[src/rtl/reduction_pkg.sv]
// Shared definitions for the reduction mux and its issue scheduler.
package reduction_pkg;

  // Scheduler states: IDLE has no beat pending, ISSUE holds a beat in the output registers.
  typedef enum logic {
    ST_IDLE  = 1'b0,
    ST_ISSUE = 1'b1
  } sched_state_e;

  // Lane positions inside the {right,left} select / valid buses.
  localparam int unsigned LANE_L = 0;
  localparam int unsigned LANE_R = 1;

  // Select width needed to address num_in mux inputs.
  function automatic int unsigned sel_width(input int unsigned num_in);
    return (num_in < 2) ? 1 : $clog2(num_in);
  endfunction

endpackage

[src/rtl/reduction_mux_sched_ffs_enc.sv]
// Combinational find-first-set: reports whether any bit is set and the lowest set index.
module ffs_enc #(
  parameter int unsigned NUM_IN = 4,
  parameter int unsigned SEL_IN = 2
) (
  input  logic [NUM_IN-1:0] vec,
  output logic              found,
  output logic [SEL_IN-1:0] idx
);

  // Scan from the top down so the lowest set bit is the one left standing.
  always_comb begin
    found = 1'b0;
    idx   = '0;
    for (int i = int'(NUM_IN) - 1; i >= 0; i--) begin
      if (vec[i]) begin
        found = 1'b1;
        idx   = SEL_IN'(i);
      end
    end
  end

endmodule

[src/rtl/reduction_mux_sched.sv]
// Issue scheduler for reduction_mux: walks a nonzero bitmask two set bits per beat,
// lowest first, and drives the mux select bus plus lane-valid / end-of-group flags.
// Optional: define SCHED_PERF_CNT_EN to add grp_cnt / beat_cnt / nz_cnt counters.
module reduction_mux_sched
  import reduction_pkg::*;
#(
  parameter int unsigned NUM_IN = 4,
  parameter int unsigned SEL_IN = 2
) (
  input  logic                clk,
  input  logic                rst,
  input  logic [NUM_IN-1:0]   mask,
  input  logic                mask_valid,
  output logic                mask_ready,
  output logic [2*SEL_IN-1:0] sel,
  output logic [1:0]          lane_vld,
  output logic                last,
  output logic                out_valid,
  input  logic                out_ready
`ifdef SCHED_PERF_CNT_EN
  ,
  output logic [31:0]         grp_cnt,
  output logic [31:0]         beat_cnt,
  output logic [31:0]         nz_cnt
`endif
);

  sched_state_e        state_q, state_d;
  logic [NUM_IN-1:0]   rem_q;
  logic [SEL_IN-1:0]   sel_l_q, sel_r_q;
  logic [1:0]          vld_q;
  logic                last_q;

  logic                consume, accept, load;
  logic [NUM_IN-1:0]   work_mask, l_oh, r_vec, r_oh, beat_rem;
  logic                l_found, r_found;
  logic [SEL_IN-1:0]   l_idx, r_idx;

  assign out_valid = (state_q == ST_ISSUE);
  assign sel       = {sel_r_q, sel_l_q};
  assign lane_vld  = vld_q;
  assign last      = last_q;

  // Handshake decode and next state; a new group may start the cycle the old one ends.
  always_comb begin
    consume    = out_valid & out_ready;
    mask_ready = (state_q == ST_IDLE) | (consume & last_q);
    accept     = mask_valid & mask_ready;
    load       = accept | (consume & ~last_q);
    state_d    = state_q;
    if (accept) begin
      state_d = ST_ISSUE;
    end else if (consume && last_q) begin
      state_d = ST_IDLE;
    end
  end

  // Beat source: a freshly accepted mask, otherwise what is left of the current group.
  assign work_mask = accept ? mask : rem_q;

  ffs_enc #(
    .NUM_IN (NUM_IN),
    .SEL_IN (SEL_IN)
  ) u_ffs_left (
    .vec   (work_mask),
    .found (l_found),
    .idx   (l_idx)
  );

  assign l_oh  = l_found ? (NUM_IN'(1) << l_idx) : '0;
  assign r_vec = work_mask & ~l_oh;

  ffs_enc #(
    .NUM_IN (NUM_IN),
    .SEL_IN (SEL_IN)
  ) u_ffs_right (
    .vec   (r_vec),
    .found (r_found),
    .idx   (r_idx)
  );

  assign r_oh     = r_found ? (NUM_IN'(1) << r_idx) : '0;
  assign beat_rem = r_vec & ~r_oh;

  // State, remainder and output beat registers; everything holds while stalled.
  always_ff @(posedge clk or posedge rst) begin
    if (rst) begin
      state_q <= ST_IDLE;
      rem_q   <= '0;
      sel_l_q <= '0;
      sel_r_q <= '0;
      vld_q   <= '0;
      last_q  <= 1'b0;
    end else begin
      state_q <= state_d;
      if (load) begin
        sel_l_q        <= l_idx;
        sel_r_q        <= r_idx;
        vld_q[LANE_L]  <= l_found;
        vld_q[LANE_R]  <= r_found;
        last_q         <= (beat_rem == '0);
        rem_q          <= beat_rem;
      end
    end
  end

`ifdef SCHED_PERF_CNT_EN
  logic [31:0] grp_cnt_q, beat_cnt_q, nz_cnt_q;

  assign grp_cnt  = grp_cnt_q;
  assign beat_cnt = beat_cnt_q;
  assign nz_cnt   = nz_cnt_q;

  // Performance counters advance on consumed beats and wrap naturally.
  always_ff @(posedge clk or posedge rst) begin
    if (rst) begin
      grp_cnt_q  <= '0;
      beat_cnt_q <= '0;
      nz_cnt_q   <= '0;
    end else if (consume) begin
      beat_cnt_q <= beat_cnt_q + 32'd1;
      nz_cnt_q   <= nz_cnt_q + 32'(vld_q[LANE_L]) + 32'(vld_q[LANE_R]);
      if (last_q) begin
        grp_cnt_q <= grp_cnt_q + 32'd1;
      end
    end
  end
`endif

endmodule
[config.mk]
export PLATFORM = sky130hd
export DESIGN_NAME = reduction_mux_sched
export DESIGN_NICKNAME = d
export VERILOG_FILES = /design/src/rtl/reduction_pkg.sv /design/src/rtl/reduction_mux_sched_ffs_enc.sv /design/src/rtl/reduction_mux_sched.sv
export SDC_FILE = /design/constraint.sdc
export NUM_CORES = 1
export LEC_CHECK = 0
export ABC_AREA = 1
export CAP_MARGIN = 5
export CORE_UTILIZATION = 45
export DETAILED_ROUTE_END_ITERATION = 8
export PLACE_DENSITY_LB_ADDON = 0.15
export SLEW_MARGIN = 40
export SYNTH_ARGS = -nofsm -noshare
export SYNTH_HDL_FRONTEND = slang
export SYNTH_SLANG_ARGS = --single-unit
[constraint.sdc]
create_clock -name clk -period 1.34 [get_ports clk]
set_input_delay 0.201 -clock clk [delete_from_list [all_inputs] [get_ports clk]]
set_output_delay 0.201 -clock clk [all_outputs]
set_load 0.02 [all_outputs]
After elaboration in Yosys (flattened, before gate mapping) --
Cells that the tools add are included.
Storage, ports and cells: ROM bits 0, latch bits 0, RAM bits 0, memories kept 0, flip-flop bits (word level) 12, word-level logic and storage cells 44
Operators by class: add/subtract/negate cells 0, shift-type cells 2, equal/unequal tests 0, reductions and logical operators 3, bitwise operators 12, order comparisons 0, $mul 0, muxes and demuxes 21, div/mod/pow operators 0
Operator list (number):
- two-way mux 2 bit | 8
- two-way mux 4 bit | 3
- two-way mux 1 bit | 10
- AND 4 bit | 2
- inverter 4 bit | 2
- left shift 1 x 2 -> 4 bit (first input constant) | 2
- AND 1 bit | 4
- logical NOT 4 bit | 1
- inverter 1 bit | 2
- bitwise OR 1 bit | 2
- nonzero test 2 bit | 1
- logical AND 1 bit | 1

Longest topological paths before layout --
Gate-level depths: netlist (run 1).
word-level depth 22, depth in mapped cells 11, mapped depth without buffers 11

Modules after synthesis --
A second synthesis (run 1) with hierarchy kept.
Unflattened totals: cell total of the unflattened synthesis 104, area total of the unflattened synthesis 782.0 µm²
By module, submodules not included:
- reduction_mux_sched | area each 709.4 µm², cells an instance 88, seq. area each 300.3 µm², instances 1
- ffs_enc | area each 36.3 µm², cells an instance 8, seq. area each 0.0 µm², instances 2

Least setup slack after synthesis (run 1) --
No wires, ideal clock.
path type reg-to-reg, start register last_q, in the netlist last, end register vld_q[1], in the netlist lane_vld[1], arrival 1.254 ns, setup time 0.117 ns, data required time 1.223 ns, setup slack -0.031 ns, path buffers 0, cell stages (with the launch flop) 11, cell sequence dfrtp_1 > nand2_2 > nand2_4 > nand2_4 > nand2_2 > nand2_2 > nand3_1 > nand2_2 > nand2_1 > nor2_1 > nor2_1
Between the ends: word-level cells in the longest chain between the ends 16
RTL lines:
- from (decl) | line reduction_mux_sched.sv:32 | logic last_q;
- from (signal assigned) | line reduction_mux_sched.sv:101 | last_q <= (beat_rem == '0);
- AND 1 bit * | line reduction_mux_sched.sv:47 | mask_ready = (state_q == ST_IDLE) | (consume & last_q);
- bitwise OR 1 bit * | line reduction_mux_sched.sv:47
- named net mask_ready | line reduction_mux_sched.sv:14 | output logic mask_ready,
- AND 1 bit * | line reduction_mux_sched.sv:48 | accept = mask_valid & mask_ready;
- two-way mux 4 bit | line reduction_mux_sched.sv:59 | assign work_mask = accept ? mask : rem_q;
- two-way mux 2 bit (4 in a row) | line reduction_mux_sched_ffs_enc.sv:16 | if (vec[i]) begin
- left shift 1 x 2 -> 4 bit | line reduction_mux_sched.sv:70 | assign l_oh = l_found ? (NUM_IN'(1) << l_idx) : '0;
- two-way mux 4 bit | line reduction_mux_sched.sv:70
- inverter 4 bit | line reduction_mux_sched.sv:71 | assign r_vec = work_mask & ~l_oh;
- AND 4 bit | line reduction_mux_sched.sv:71
- two-way mux 1 bit (4 in a row) | line reduction_mux_sched_ffs_enc.sv:16
- to (signal, indexed assignment) | line reduction_mux_sched.sv:99 | vld_q[LANE_L] <= l_found;
- to (signal, indexed assignment) | line reduction_mux_sched.sv:100 | vld_q[LANE_R] <= r_found;
- to (decl) | line reduction_mux_sched.sv:31 | logic [1:0] vld_q;
The timed path passes the listed nets; every way through them passes the cells marked *. A chain may end at the register's enable or synchronous reset.

Final worst setup path (run 1) --
start input mask_valid, end register last_q, in the netlist last
Between the ends: word-level cells in the longest chain between the ends 19
RTL lines:
- from (decl) | line reduction_mux_sched.sv:13 | input logic mask_valid,
- AND 1 bit * | line reduction_mux_sched.sv:48
- two-way mux 4 bit | line reduction_mux_sched.sv:59
- two-way mux 2 bit (4 in a row) | line reduction_mux_sched_ffs_enc.sv:16
- left shift 1 x 2 -> 4 bit | line reduction_mux_sched.sv:70
- two-way mux 4 bit | line reduction_mux_sched.sv:70
- inverter 4 bit | line reduction_mux_sched.sv:71
- AND 4 bit | line reduction_mux_sched.sv:71
- two-way mux 2 bit (4 in a row) | line reduction_mux_sched_ffs_enc.sv:16
- left shift 1 x 2 -> 4 bit | line reduction_mux_sched.sv:82 | assign r_oh = r_found ? (NUM_IN'(1) << r_idx) : '0;
- two-way mux 4 bit | line reduction_mux_sched.sv:82
- inverter 4 bit | line reduction_mux_sched.sv:83 | assign beat_rem = r_vec & ~r_oh;
- AND 4 bit | line reduction_mux_sched.sv:83
- logical NOT 4 bit | line reduction_mux_sched.sv:101
Mark *: on every way between the ends. The rest lies on a longest branch, timed or not.

==> results of run 1 <==
[logic make-up (layout without fill, tap and decap cells)]
family	Yosys count	in the layout	synth area share
buf+inv	16	41	0.0972
flops	12	12	0.457
simple gates	50	50	0.375
compound gates	7	7	0.0705
[registers in the layout (all words and copies together) (netlist names)]
| register | cells |
|---|---|
| last | 1 |
| sel_l_q | 2 |
| rem_q | 4 |
| out_valid | 1 |
| lane_vld | 2 |
| sel_r_q | 2 |
[metal layers]
| layer | routed length, um | GRT usage |
|---|---|---|
| met5 | 0 | 0 |
| met1 | 613 | 0.218 |
| met4 | 7 | 0.0250 |
| met2 | 675 | 0.310 |
| met3 | 73 | 0.0667 |
[layout by cell type (no fill, tap or decap)]
cell             instances
dfrtp_2                  2
nand2_4                  9
clkdlybuf4s50_1          6
o21ai_0                  1
nand2_8                  1
nand3_4                  1
clkbuf_8                 1
nand3b_1                 2
a31oi_1                  1
dlygate4sd2_1            7
buf_4                    6
o21ai_2                  2
dlymetal6s2s_1           1
nand3_1                  5
buf_2                    1
a21oi_1                  1
dfrtp_1                 10
nor2_2                   1
o21ai_1                  1
clkbuf_2                 1
nand2_2                  5
inv_1                    9
nor2_1                   8
clkbuf_4                 3
nand3_2                  1
o21bai_1                 1
nand2_1                 17
inv_2                    6
[worst max path at each step]
| stage | start | to | slack [ps] | cells past startpoint |
|---|---|---|---|---|
| global placement | out_ready | mask_ready | -320 | 4 |
| floorplan | last | lane_vld[1] | 6 | 10 |
| global route | last | last | -70 | 11 |
| detailed placement | out_ready | mask_ready | -320 | 4 |
| finish | mask_valid | last | -4 | 10 |
| CTS | out_ready | last | 3 | 12 |
[area by class of cell]
cell class | instances | area share
Multi-Input combinational cell | 57 | 0.378
Sequential cell | 12 | 0.312
Timing Repair Buffer | 22 | 0.195
Inverter | 15 | 0.0581
Clock buffer | 4 | 0.0374
Tap cell | 15 | 0.0194
[metrics by stage]
| stage | area [um2] | power (uW) | hold slack (ps) |
|---|---|---|---|
| finish | 970 | 2170 | 224 |
| floorplan | 659 | 1340 | 65.6 |
| global route | 970 | 2330 | 284 |
| CTS | 896 | 2010 | 248 |
| detailed placement | 868 | 1800 | 469 |
| global placement | 868 | 1770 | 464 |
[worst reg2reg max path, stage by stage, from the launching register on]
cell and delay [ps]:
dfrtp_2 410, nand2_2 80, nand2_4 90, nand2_8 120, nand2_4 60, nand2_4 90, nand2_2 70, nand2_2 80
nand2_2 70, nor2_1 100, nor2_1 50
[timing repair]
action	in CTS	in global routing
setup buffers	0	1
pin swaps	0	3
hold buffers	0	0
endpoints found under the setup margin	9	11
gates resized for setup	11	21
endpoints found under the hold margin	0	0
[power breakdown]
group	total, uW	internal [uW]	switching (uW)	leakage, uW
clock network	287	165	121	0.0000210
registers	570	501	68.8	0.000147
logic	1310	505	809	0.000358
==> flow_summary.json, run 1 <==
{
  "ir_drop_mv": 1.39,
  "die_w_um": 40.2,
  "pin_count": 17,
  "track_usage": 0.180,
  "dr.pass1.iters": 4,
  "crit_buf_inv": 1,
  "synthFlopType": "dfrtp_1",
  "insertion_delay_ps": 270,
  "grt_overflow_total": 0,
  "max_freq_mhz": 744,
  "synth_area_per_cell_um2": 7.73,
  "detail_route.wl_per_cell_um": 11.0,
  "ys_top_cells_by_area": "dfrtp_1, nand2_1, nand2_2, inv_1, nand3_1",
  "critPathLaunchType": "input pin",
  "die_h_um": 40.2,
  "r2r-end": "lane_vld[1]",
  "tightest_slew_ps": 445,
  "dp.cells": 120,
  "syn-num-nets": 93,
  "yosys_warnings": 0,
  "multi_input_area_um2": 367,
  "synthCells": 85,
  "ys_seq_area_frac": 0.457,
  "yosysUniqueCellTypes": 15,
  "fin_crit_ps": 1340,
  "skew_ps": 2.77,
  "ctsHtreeMaxLevel": 1,
  "layout-drive-gt1-share": 0.364,
  "antenna_found_initial": 0,
  "worstPathCellList": "clkdlybuf4s50_1 > nand2_8 > nand2_4 > nand2_4 > nand2_2 > nand2_2 > nand2_2 > nand2_1 > nand2_1 > nand2_1",
  "cts_tree": "built",
  "clockRootBuffer": "clkbuf_4",
  "required_ps": 1510,
  "synthTopCellsByCount": "nand2_1, dfrtp_1, nand2_2, inv_1, nor2_1",
  "period_share": 1.00,
  "cts_buffers": 3,
  "hold_viol": 0,
  "crit_family": "simple AND/OR/NAND/NOR gates",
  "grt_first_pass_wirelength_um": 1940,
  "n_antenna_cell": 0,
  "maxCapViolations": 0,
  "cpPeakStageDelay_ps": 620,
  "synth.most_common_cell": "nand2_1",
  "drt_iter0_markers": 12,
  "reg2reg_depth": 10,
  "core-area_mm2": 0.00133,
  "fillers": 107,
  "end_kind": "flip-flop",
  "setup_viol": 1,
  "synth_edf_count": 0,
  "hpwl_um": 954,
  "seqCellArea_um2": 303,
  "path_clk_slew_ps": 80,
  "clock_path_buffers": 2,
  "async_flop_share": 1.00,
  "die_area_mm2": 0.00162,
  "antenna_left": 0,
  "min-delay-path-class": "in2async",
  "layout.cells.non_filler": 125,
  "vias_per_cell": 4.80,
  "cp_data_arrival_time_ps": 1510,
  "drc": 0,
  "post-synth-top-area-cell": "dfrtp_1",
  "rows": 13,
  "r2r-start": "last",
  "grt_pass1_vias": 500,
  "fin_tns_setup_ps": -4.49,
  "grt_max_degree": 13,
  "pre_cts_ws_ps": -320,
  "syn_area_um2": 657,
  "synth_seq_cells": 12,
  "slowest_stage": "clkdlybuf4s50_1",
  "maxSlewHeadroom": 0.703,
  "p_leak_uw": 0.000525,
  "wl_um": 1370,
  "r2r_slack_ps": 10,
  "power_density_mw_per_mm2": 2240,
  "area_growth_pct": 47.6,
  "violations": "setup timing",
  "grt_setup_unrepaired": "yes",
  "slew_viol_final": 0,
  "finalWorstSetupSlack_ps": -4.49,
  "fin_util": 0.727,
  "start_util": 0.492,
  "path_class": "in2reg",
  "clock_sinks": 12,
  "gp_congestion": 0.884,
  "cp_max_fo": 8,
  "status": "complete, but fails checks",
  "vias": 600,
  "netlist.area_leader.share": 0.457,
  "nets": 119,
  "port_buffers": 16
}
(Power assumes the default switching activity.)
==> inputs of run 2 (changes only) <==
==> constraint.sdc (replaced) <==
create_clock -name clk -period 1.6 [get_ports clk]
set_input_delay 0.24 -clock clk [delete_from_list [all_inputs] [get_ports clk]]
set_output_delay 0.24 -clock clk [all_outputs]
set_load 0.02 [all_outputs]
==> flow_summary.json, run 2 (synthesis results as in run 1) <==
{
  "hpwl_um": 955,
  "tightest_slew_ps": 463,
  "postCtsHoldBufs": 0,
  "antenna_found_initial": 0,
  "grt_pass1_vias": 505,
  "end_kind": "output pin",
  "dp.cells": 120,
  "die_h_um": 40.2,
  "ctsHtreeMaxLevel": 1,
  "cts_tree": "built",
  "port_buffers": 16,
  "nets": 118,
  "grt_first_pass_wirelength_um": 1990,
  "layout.cells.non_filler": 123,
  "grt_overflow_total": 0,
  "dr.pass1.iters": 4,
  "insertion_delay_ps": 270,
  "slowest_stage": "clkdlybuf4s50_1",
  "layout-drive-gt1-share": 0.259,
  "grt_setup_unrepaired": "no",
  "area_growth_pct": 35.4,
  "layout_commonest_cell": "nand2_1",
  "antenna_left": 0,
  "skew_ps": 6.22,
  "finalWorstSetupSlack_ps": 76.1,
  "detail_route.wl_per_cell_um": 9.69,
  "setup_viol": 0,
  "drt_iter0_markers": 9,
  "die_area_mm2": 0.00162,
  "vias_per_cell": 4.65,
  "status": "complete, no violations",
  "crit_buf_inv": 1,
  "critPathLaunchType": "flip-flop",
  "path_class": "reg2out",
  "cp_data_arrival_time_ps": 1280,
  "final_cell_mix": "nand2_1, clkdlybuf4s50_1, dfrtp_1",
  "core-area_mm2": 0.00133,
  "vias": 572,
  "maxCapViolations": 0,
  "period_share": 0.952,
  "track_usage": 0.193,
  "wl_um": 1190,
  "hold_ws_ps": 273,
  "rows": 13,
  "cpPeakStageDelay_ps": 620,
  "pin_count": 17,
  "min-delay-path-class": "in2async",
  "power_density_mw_per_mm2": 1860,
  "pre_cts_ws_ps": -162,
  "maxSlewHeadroom": 0.691,
  "p_leak_uw": 0.000478,
  "largest_register_ffs": 4,
  "fin_tns_setup_ps": 0,
  "max_freq_mhz": 656,
  "path_clk_slew_ps": 70,
  "worstPathCellList": "clkdlybuf4s50_1",
  "clock_sinks": 12,
  "start_util": 0.492,
  "fin_crit_ps": 1520,
  "grt_max_degree": 13,
  "die_w_um": 40.2,
  "top_register": "rem_q",
  "hold_viol": 0,
  "drc": 0,
  "n_antenna_cell": 0,
  "clock_path_buffers": 2,
  "slew_viol_final": 0,
  "required_ps": 1360,
  "ir_drop_mv": 0.857,
  "gp_congestion": 0.840,
  "cts_buffers": 3,
  "cp_max_fo": 4,
  "p_total_uw": 1650,
  "clockRootBuffer": "clkbuf_4",
  "fillers": 125,
  "crit_family": "buffers and inverters"
}
## run 2: path summary, 6_finish.rpt
check	start	slack [ps]	endpoint	depth (start not counted)
worst max-delay path	last	80	last	1
worst min-delay path	rst	270	rem_q[1]	2
worst max register to register	last	270	lane_vld[1]	10
worst min register to register	sel_r_q[1]	480	sel_r_q[1]	2
max in group asynchronous	rst	1000	sel_l_q[0]	2
min in group clk	sel_r_q[1]	480	sel_r_q[1]	2
## run 2: cell type report
cell class / count / area, um2 / area share
flip-flops and latches: 12 / 300 / 0.338
multi-input cells: 57 / 293 / 0.329
repair buffers: 21 / 199 / 0.224
inverters: 15 / 56.3 / 0.0633
clock buffers: 3 / 22.5 / 0.0253
well taps: 15 / 18.8 / 0.0211
## run 2: per-stage QoR
step                utilization  area (um2)
floorplan                     -         657
global placement          0.649         866
detailed placement        0.649         866
CTS                       0.665         887
global route              0.667         890
finish                    0.667         890
## run 2: where the power goes
part	switching (uW)	internal [uW]
logic	563	427
clock network	94.0	87.1
registers	65.3	415
total	722	929
## run 2: layer usage
metal / vias up / GRT usage / routed length [um]
li1: 305 / - / -
met4: 0 / 0.100 / 31
met1: 250 / 0.231 / 584
met3: 4 / 0.0500 / 45
met5: - / 0 / 0
met2: 13 / 0.315 / 530
## run 2: repair_timing
item / in CTS / in global routing
setup endpoints to repair: 1 / 1
gates resized for setup: 1 / 1
setup buffers: 0 / 0
